File: config.mk
export PLATFORM = sky130hd
export DESIGN_NAME = mac_header_parser
export DESIGN_NICKNAME = d
export VERILOG_FILES = /design/src/rtl/mac_header_parser.sv
export SDC_FILE = /design/constraint.sdc
export NUM_CORES = 1
export LEC_CHECK = 0
export CAP_MARGIN = 10
export CORE_MARGIN = 2
export CORE_UTILIZATION = 55
export CTS_CLUSTER_DIAMETER = 200
export DETAILED_ROUTE_END_ITERATION = 10
export DONT_BUFFER_PORTS = 1
export PLACE_DENSITY = 0.8
export SYNTH_ARGS = -nofsm -noshare
export SYNTH_HDL_FRONTEND = slang
export SYNTH_SLANG_ARGS = --single-unit
File: constraint.sdc
create_clock -name clk -period 2.3 [get_ports clk]
set_clock_uncertainty 0.2 [all_clocks]
set_input_delay 0.575 -clock clk [delete_from_list [all_inputs] [get_ports clk]]
set_output_delay 0.575 -clock clk [all_outputs]
set_load 0.03 [all_outputs]
File: src/rtl/mac_header_parser.sv
// Ingress MAC header parser: captures DA/SA from the first 12 frame bytes and
// raises a held request (addresses, learn/broadcast flags, port) to the address table.
module mac_header_parser #(
    parameter int NUM_PORTS = 8,
    parameter int PORT_ID   = 0,
    localparam int P        = (NUM_PORTS > 1) ? $clog2(NUM_PORTS) : 1
) (
    input  logic         clk,
    input  logic         reset,
    input  logic [7:0]   rx_data_i,
    input  logic         rx_valid_i,
    input  logic         rx_sop_i,
    input  logic         rx_eop_i,
    output logic         req_valid_o,
    input  logic         req_ready_i,
    output logic [47:0]  mac_addr_read_o,
    output logic [47:0]  mac_addr_learn_o,
    output logic         learn_en_o,
    output logic         bcast_o,
    output logic [P-1:0] port_num_o,
    output logic         runt_o,
    output logic         drop_o
);

    typedef enum logic [2:0] {
        S_IDLE, S_DST, S_SRC, S_WAIT, S_PAYLOAD, S_DROP
    } state_t;

    state_t      r_state;
    logic [3:0]  r_cnt;
    logic [47:0] r_da_cap;
    logic [47:0] r_sa_cap;
    logic        r_req_valid;
    logic [47:0] r_mac_read;
    logic [47:0] r_mac_learn;
    logic        r_learn;
    logic        r_bcast;
    logic        r_runt;
    logic        r_drop;

    state_t      w_state_nxt;
    logic [3:0]  w_cnt_nxt;
    logic [47:0] w_da_nxt;
    logic [47:0] w_sa_nxt;
    logic        w_runt;
    logic        w_drop;
    logic        w_hdr_done;
    logic        w_accept;
    logic        w_pend;

    assign w_accept = r_req_valid & req_ready_i;
    // A request accepted this very cycle does not block a new sop.
    assign w_pend   = r_req_valid & ~req_ready_i;

    always_comb begin
        w_state_nxt = r_state;
        w_cnt_nxt   = r_cnt;
        w_da_nxt    = r_da_cap;
        w_sa_nxt    = r_sa_cap;
        w_runt      = 1'b0;
        w_drop      = 1'b0;
        w_hdr_done  = 1'b0;
        if (rx_valid_i) begin
            if (rx_sop_i && r_state != S_DROP) begin
                if (w_pend) begin
                    w_drop      = 1'b1;
                    w_state_nxt = rx_eop_i ? S_IDLE : S_DROP;
                end else begin
                    w_cnt_nxt = 4'd0;
                    w_da_nxt  = {40'd0, rx_data_i};
                    if (rx_eop_i) begin
                        w_runt      = 1'b1;
                        w_state_nxt = S_IDLE;
                    end else begin
                        w_state_nxt = S_DST;
                    end
                end
            end else begin
                case (r_state)
                    S_DST: begin
                        w_da_nxt  = {r_da_cap[39:0], rx_data_i};
                        w_cnt_nxt = r_cnt + 4'd1;
                        if (rx_eop_i) begin
                            w_runt      = 1'b1;
                            w_state_nxt = S_IDLE;
                        end else if (r_cnt == 4'd4) begin
                            w_state_nxt = S_SRC;
                        end
                    end
                    S_SRC: begin
                        w_sa_nxt  = {r_sa_cap[39:0], rx_data_i};
                        w_cnt_nxt = r_cnt + 4'd1;
                        if (r_cnt == 4'd10) begin
                            w_hdr_done  = 1'b1;
                            w_state_nxt = rx_eop_i ? S_IDLE : S_WAIT;
                        end else if (rx_eop_i) begin
                            w_runt      = 1'b1;
                            w_state_nxt = S_IDLE;
                        end
                    end
                    S_WAIT: begin
                        if (rx_eop_i)     w_state_nxt = S_IDLE;
                        else if (!w_pend) w_state_nxt = S_PAYLOAD;
                    end
                    S_PAYLOAD, S_DROP: begin
                        if (rx_eop_i) w_state_nxt = S_IDLE;
                    end
                    default: ;
                endcase
            end
        end
    end

    always_ff @(posedge clk or negedge reset) begin
        if (!reset) begin
            r_state  <= S_IDLE;
            r_cnt    <= 4'd0;
            r_da_cap <= 48'd0;
            r_sa_cap <= 48'd0;
            r_runt   <= 1'b0;
            r_drop   <= 1'b0;
        end else begin
            r_state  <= w_state_nxt;
            r_cnt    <= w_cnt_nxt;
            r_da_cap <= w_da_nxt;
            r_sa_cap <= w_sa_nxt;
            r_runt   <= w_runt;
            r_drop   <= w_drop;
        end
    end

    // Request outputs are held until the handshake, then cleared to zero.
    always_ff @(posedge clk or negedge reset) begin
        if (!reset) begin
            r_req_valid <= 1'b0;
            r_mac_read  <= 48'd0;
            r_mac_learn <= 48'd0;
            r_learn     <= 1'b0;
            r_bcast     <= 1'b0;
        end else if (w_hdr_done) begin
            r_req_valid <= 1'b1;
            r_mac_read  <= r_da_cap;
            r_mac_learn <= w_sa_nxt;
            r_learn     <= ~w_sa_nxt[40] & (|w_sa_nxt);
            r_bcast     <= &r_da_cap;
        end else if (w_accept) begin
            r_req_valid <= 1'b0;
            r_mac_read  <= 48'd0;
            r_mac_learn <= 48'd0;
            r_learn     <= 1'b0;
            r_bcast     <= 1'b0;
        end
    end

    assign req_valid_o      = r_req_valid;
    assign mac_addr_read_o  = r_mac_read;
    assign mac_addr_learn_o = r_mac_learn;
    assign learn_en_o       = r_learn;
    assign bcast_o          = r_bcast;
    assign port_num_o       = r_req_valid ? P'(PORT_ID) : '0;
    assign runt_o           = r_runt;
    assign drop_o           = r_drop;

endmodule

==> results.yml <==
setup_path:
  critPathKind: "flop to flop"
  cp-end-kind: "flop"
  crit_fanout: 32
  r2r-end: "learn_en_o"
  reg2regPathDepth: 7
  cp_cell_sequence: "inv_1, ha_1, and3b_1, a41oi_4, buf_12, nand2_1, o41ai_1"
  worstSetupStartpoint: "r_cnt[0]"
  ff2ff_setup_slack_ns: 0.18
  cp_slowest_stage_delay_ns: 0.43
  cp_data_arrival_time_ns: 2.24
  cpMaxStageDelayCell: "a41oi_4"
  reg2reg_from: "r_cnt[0]"
  required_ns: 2.42
  start_kind: "flop"
timing:
  whs_ns: -0.3750
  slew_violations: 0
  tns_ns: 0
  rsz0062_at_grt: "no"
  relSlewSlack_pct: 54.47
  tightest_slew_ns: 0.6827
  min_period_over_period_pct: 92.34
  setup_viol: 0
  max_freq_ghz: 0.4708
  hold_violations: 196
  period_needed_ns: 2.124
routing:
  drt-total-wl_um: 16710
  wl_per_cell_um: 21.10
  viasPerCell: 6.328
  drt_pre_antenna_iters: 7
  drt_iter0_markers: 475
  drtAntennaViolNets: 0
  vias: 5012
  drc: 0
clock_network:
  cts_root_buffer: "clkbuf_16"
  cts_tree: "built"
  cts_max_path_buffers: 2
  cts_sinks: 196
  cts-htree-levels: 4
  cts_resized: 0
  postCtsSetupBuffers: 0
  clk_pin_slew_ns: 0.08
  clock_latency_ns: 0.44
  numCtsBuffers: 17
layout:
  multi_input_comb_area_um2: 2604
  fill_cells: 1037
  area_growth_syn_to_layout_pct: 9.724
  drive_gt1_share_pct: 14.54
  fin_area_um2: 8499
  num-nets-final: 616
  diodes: 0
  final-seq-area_um2: 4905
  instances_no_fill: 792
placement:
  port_buffers: 0
  dpl.cell_count: 760
  place_hpwl_um: 10980
  placed_area_um2: 7909
  gp_congestion: 0.8744
synth:
  synthTopCellsByArea: "dfrtp_1 63%, a22o_1 11%, mux2_2 5.5%, nand2_1 4.3%, o21ai_1 2.6%"
  async_flop_share_pct: 100.0
  synth_cell_types: 52
  ys_ff_latch: 196
  syn_avg_cell_area_um2: 12.64
  synth_top_cell_by_area: "dfrtp_1"
  netlist_area_um2: 7746
  syn_inst: 613
  synth-seq-area-share_pct: 63.32
  synth_ff_type: "dfrtp_1"
  synth_top_area_share_pct: 63.32
  ys.warnings.count: 0
  synth_edf_count: 0
global_routing:
  grt_max_degree: 197
  track_usage_pct: 23.71
  grt_pass1_vias: 4960
  grt_pass1_wl_um: 27210
  grt_overflow: 0
  antenna_found_initial: 0
status:
  failed_checks: "negative hold slack"
  status: "finished, violations left"
floorplanning:
  row_count: 43
  dieHeight_um: 122.7
  coreArea_um2: 13830
  fp.dieW_um: 122.7
  pin_count: 118
  start_util_pct: 56.02
  die_area_um2: 15050
power_and_ir_drop:
  p_per_area_nw_per_um2: 840.4
  peakVddDrop_uv: 695.5
  power_leakage_nw: 3.989
run:
  drv_cap: 0
hold_path:
  hold_path.class: "primary input to async pin"
-- synth_stat cells (all sizes together) (2+ instances only) --
cell      n
a22o     98
dfrtp   196
nor4     17
mux2     48
nand3b    3
a21oi     4
nand4    14
nand2    89
nand3     5
nor2      8
buf      38
o21ai    43
inv       6
nor2b     2
ha        3
a211o     2
clkbuf    9
a221o     2
-- registers in the layout (all words and copies together) (netlist names) --
signal and count:
mac_addr_learn_o 48, mac_addr_read_o 48, r_da_cap 48, r_sa_cap 40
r_cnt 4, r_state 3, bcast_o 1, drop_o 1
learn_en_o 1, req_valid_o 1, runt_o 1
-- worst max-delay path by stage --
stage / depth (start not counted) / end / slack [ns]
after global routing: 5 / r_da_cap[33] / 0.01
after detailed placement: 5 / r_da_cap[37] / 0.22
final: 7 / learn_en_o / 0.18
after floorplan: 7 / mac_addr_read_o[38] / 0.38
after global placement: 7 / learn_en_o / 0.31
after CTS: 7 / learn_en_o / 0.17
-- stage by stage --
stage          setup WS, ns  util [%]  power (mW)
2_1_floorplan        0.3757         -       4.115
6_report             0.1762     61.47       7.143
3_5_place_dp         0.2157     57.20       4.257
5_1_grt             0.01088     61.47       7.419
4_1_cts              0.1686     61.47       7.206
3_3_place_gp         0.3061     57.20       4.220
-- power breakdown --
part           internal [mW]  total [mW]  switching, mW  leakage (nW)
combinational          0.170       0.370          0.200          1.00
sequential              3.61        3.83          0.220          2.70
clock                   1.55        2.94           1.39         0.290
total                   5.33        7.14           1.82          3.99
-- worst max-delay path: cells and delay by family, from the launching register on --
family / cells / cell delay (ns)
AOI/OAI and AO/OA: 2 / 0.52
buffers and inverters: 2 / 0.33
and+or+nand+nor: 2 / 0.33
DFF: 1 / 0.39
adders and majority gates: 1 / 0.23
-- logic make-up (layout without fill, tap and decap cells) --
| logic type | Yosys count | count (layout) | share of synthesized area (%) |
|---|---|---|---|
| flip-flops | 196 | 196 | 63.32 |
| AO/OA/AOI/OAI | 163 | 163 | 16.41 |
| AND/OR/NAND/NOR | 147 | 147 | 9.062 |
| buffers and inverters | 53 | 50 | 3.456 |
| multiplexers | 49 | 49 | 7.107 |
| adder cells (fa/ha/maj) | 3 | 3 | 0.4846 |
| other | 1 | 3 | 0.04841 |
| XOR/XNOR | 1 | 1 | 0.1131 |
-- final cells by class --
cell class | instances | share of cell area [%]
clock buffers | 17 | 5.005
flip-flops and latches | 196 | 57.71
well taps | 180 | 2.650
multi-input cells | 366 | 30.63
inverters | 6 | 0.2650
clock inverters | 15 | 1.943
repair buffers | 12 | 1.796
-- metal layers --
metal,wire (um),GRT usage [%]
met1,7199,33.47
met2,8028,35.70
met3,1252,6.691
met4,229,7.687
met5,0,0
-- cell usage in the layout (no fill, tap or decap), types with 2 or more instances in the layout --
| master | synthesis | layout |
|---|---|---|
| dfrtp_1 | 196 | 196 |
| a22o_1 | 98 | 98 |
| nand2_1 | 89 | 89 |
| o21ai_1 | 41 | 41 |
| mux2_2 | 38 | 38 |
| nor4_1 | 17 | 17 |
| clkbuf_16 | 0 | 17 |
| nand4_1 | 14 | 14 |
| mux2_1 | 10 | 10 |
| buf_4 | 9 | 7 |
| inv_1 | 6 | 6 |
| nor2_1 | 6 | 6 |
| inv_6 | 0 | 5 |
| buf_12 | 0 | 5 |
| a21oi_1 | 4 | 4 |
| nand3_1 | 4 | 4 |
| inv_8 | 0 | 4 |
| nand3b_1 | 3 | 3 |
| ha_1 | 3 | 3 |
| conb_1 | 1 | 3 |
| a211o_1 | 2 | 2 |
| o21ai_0 | 2 | 2 |
| a221o_1 | 2 | 2 |
| clkinv_4 | 0 | 2 |
Power figures use the tool's default switching activity.
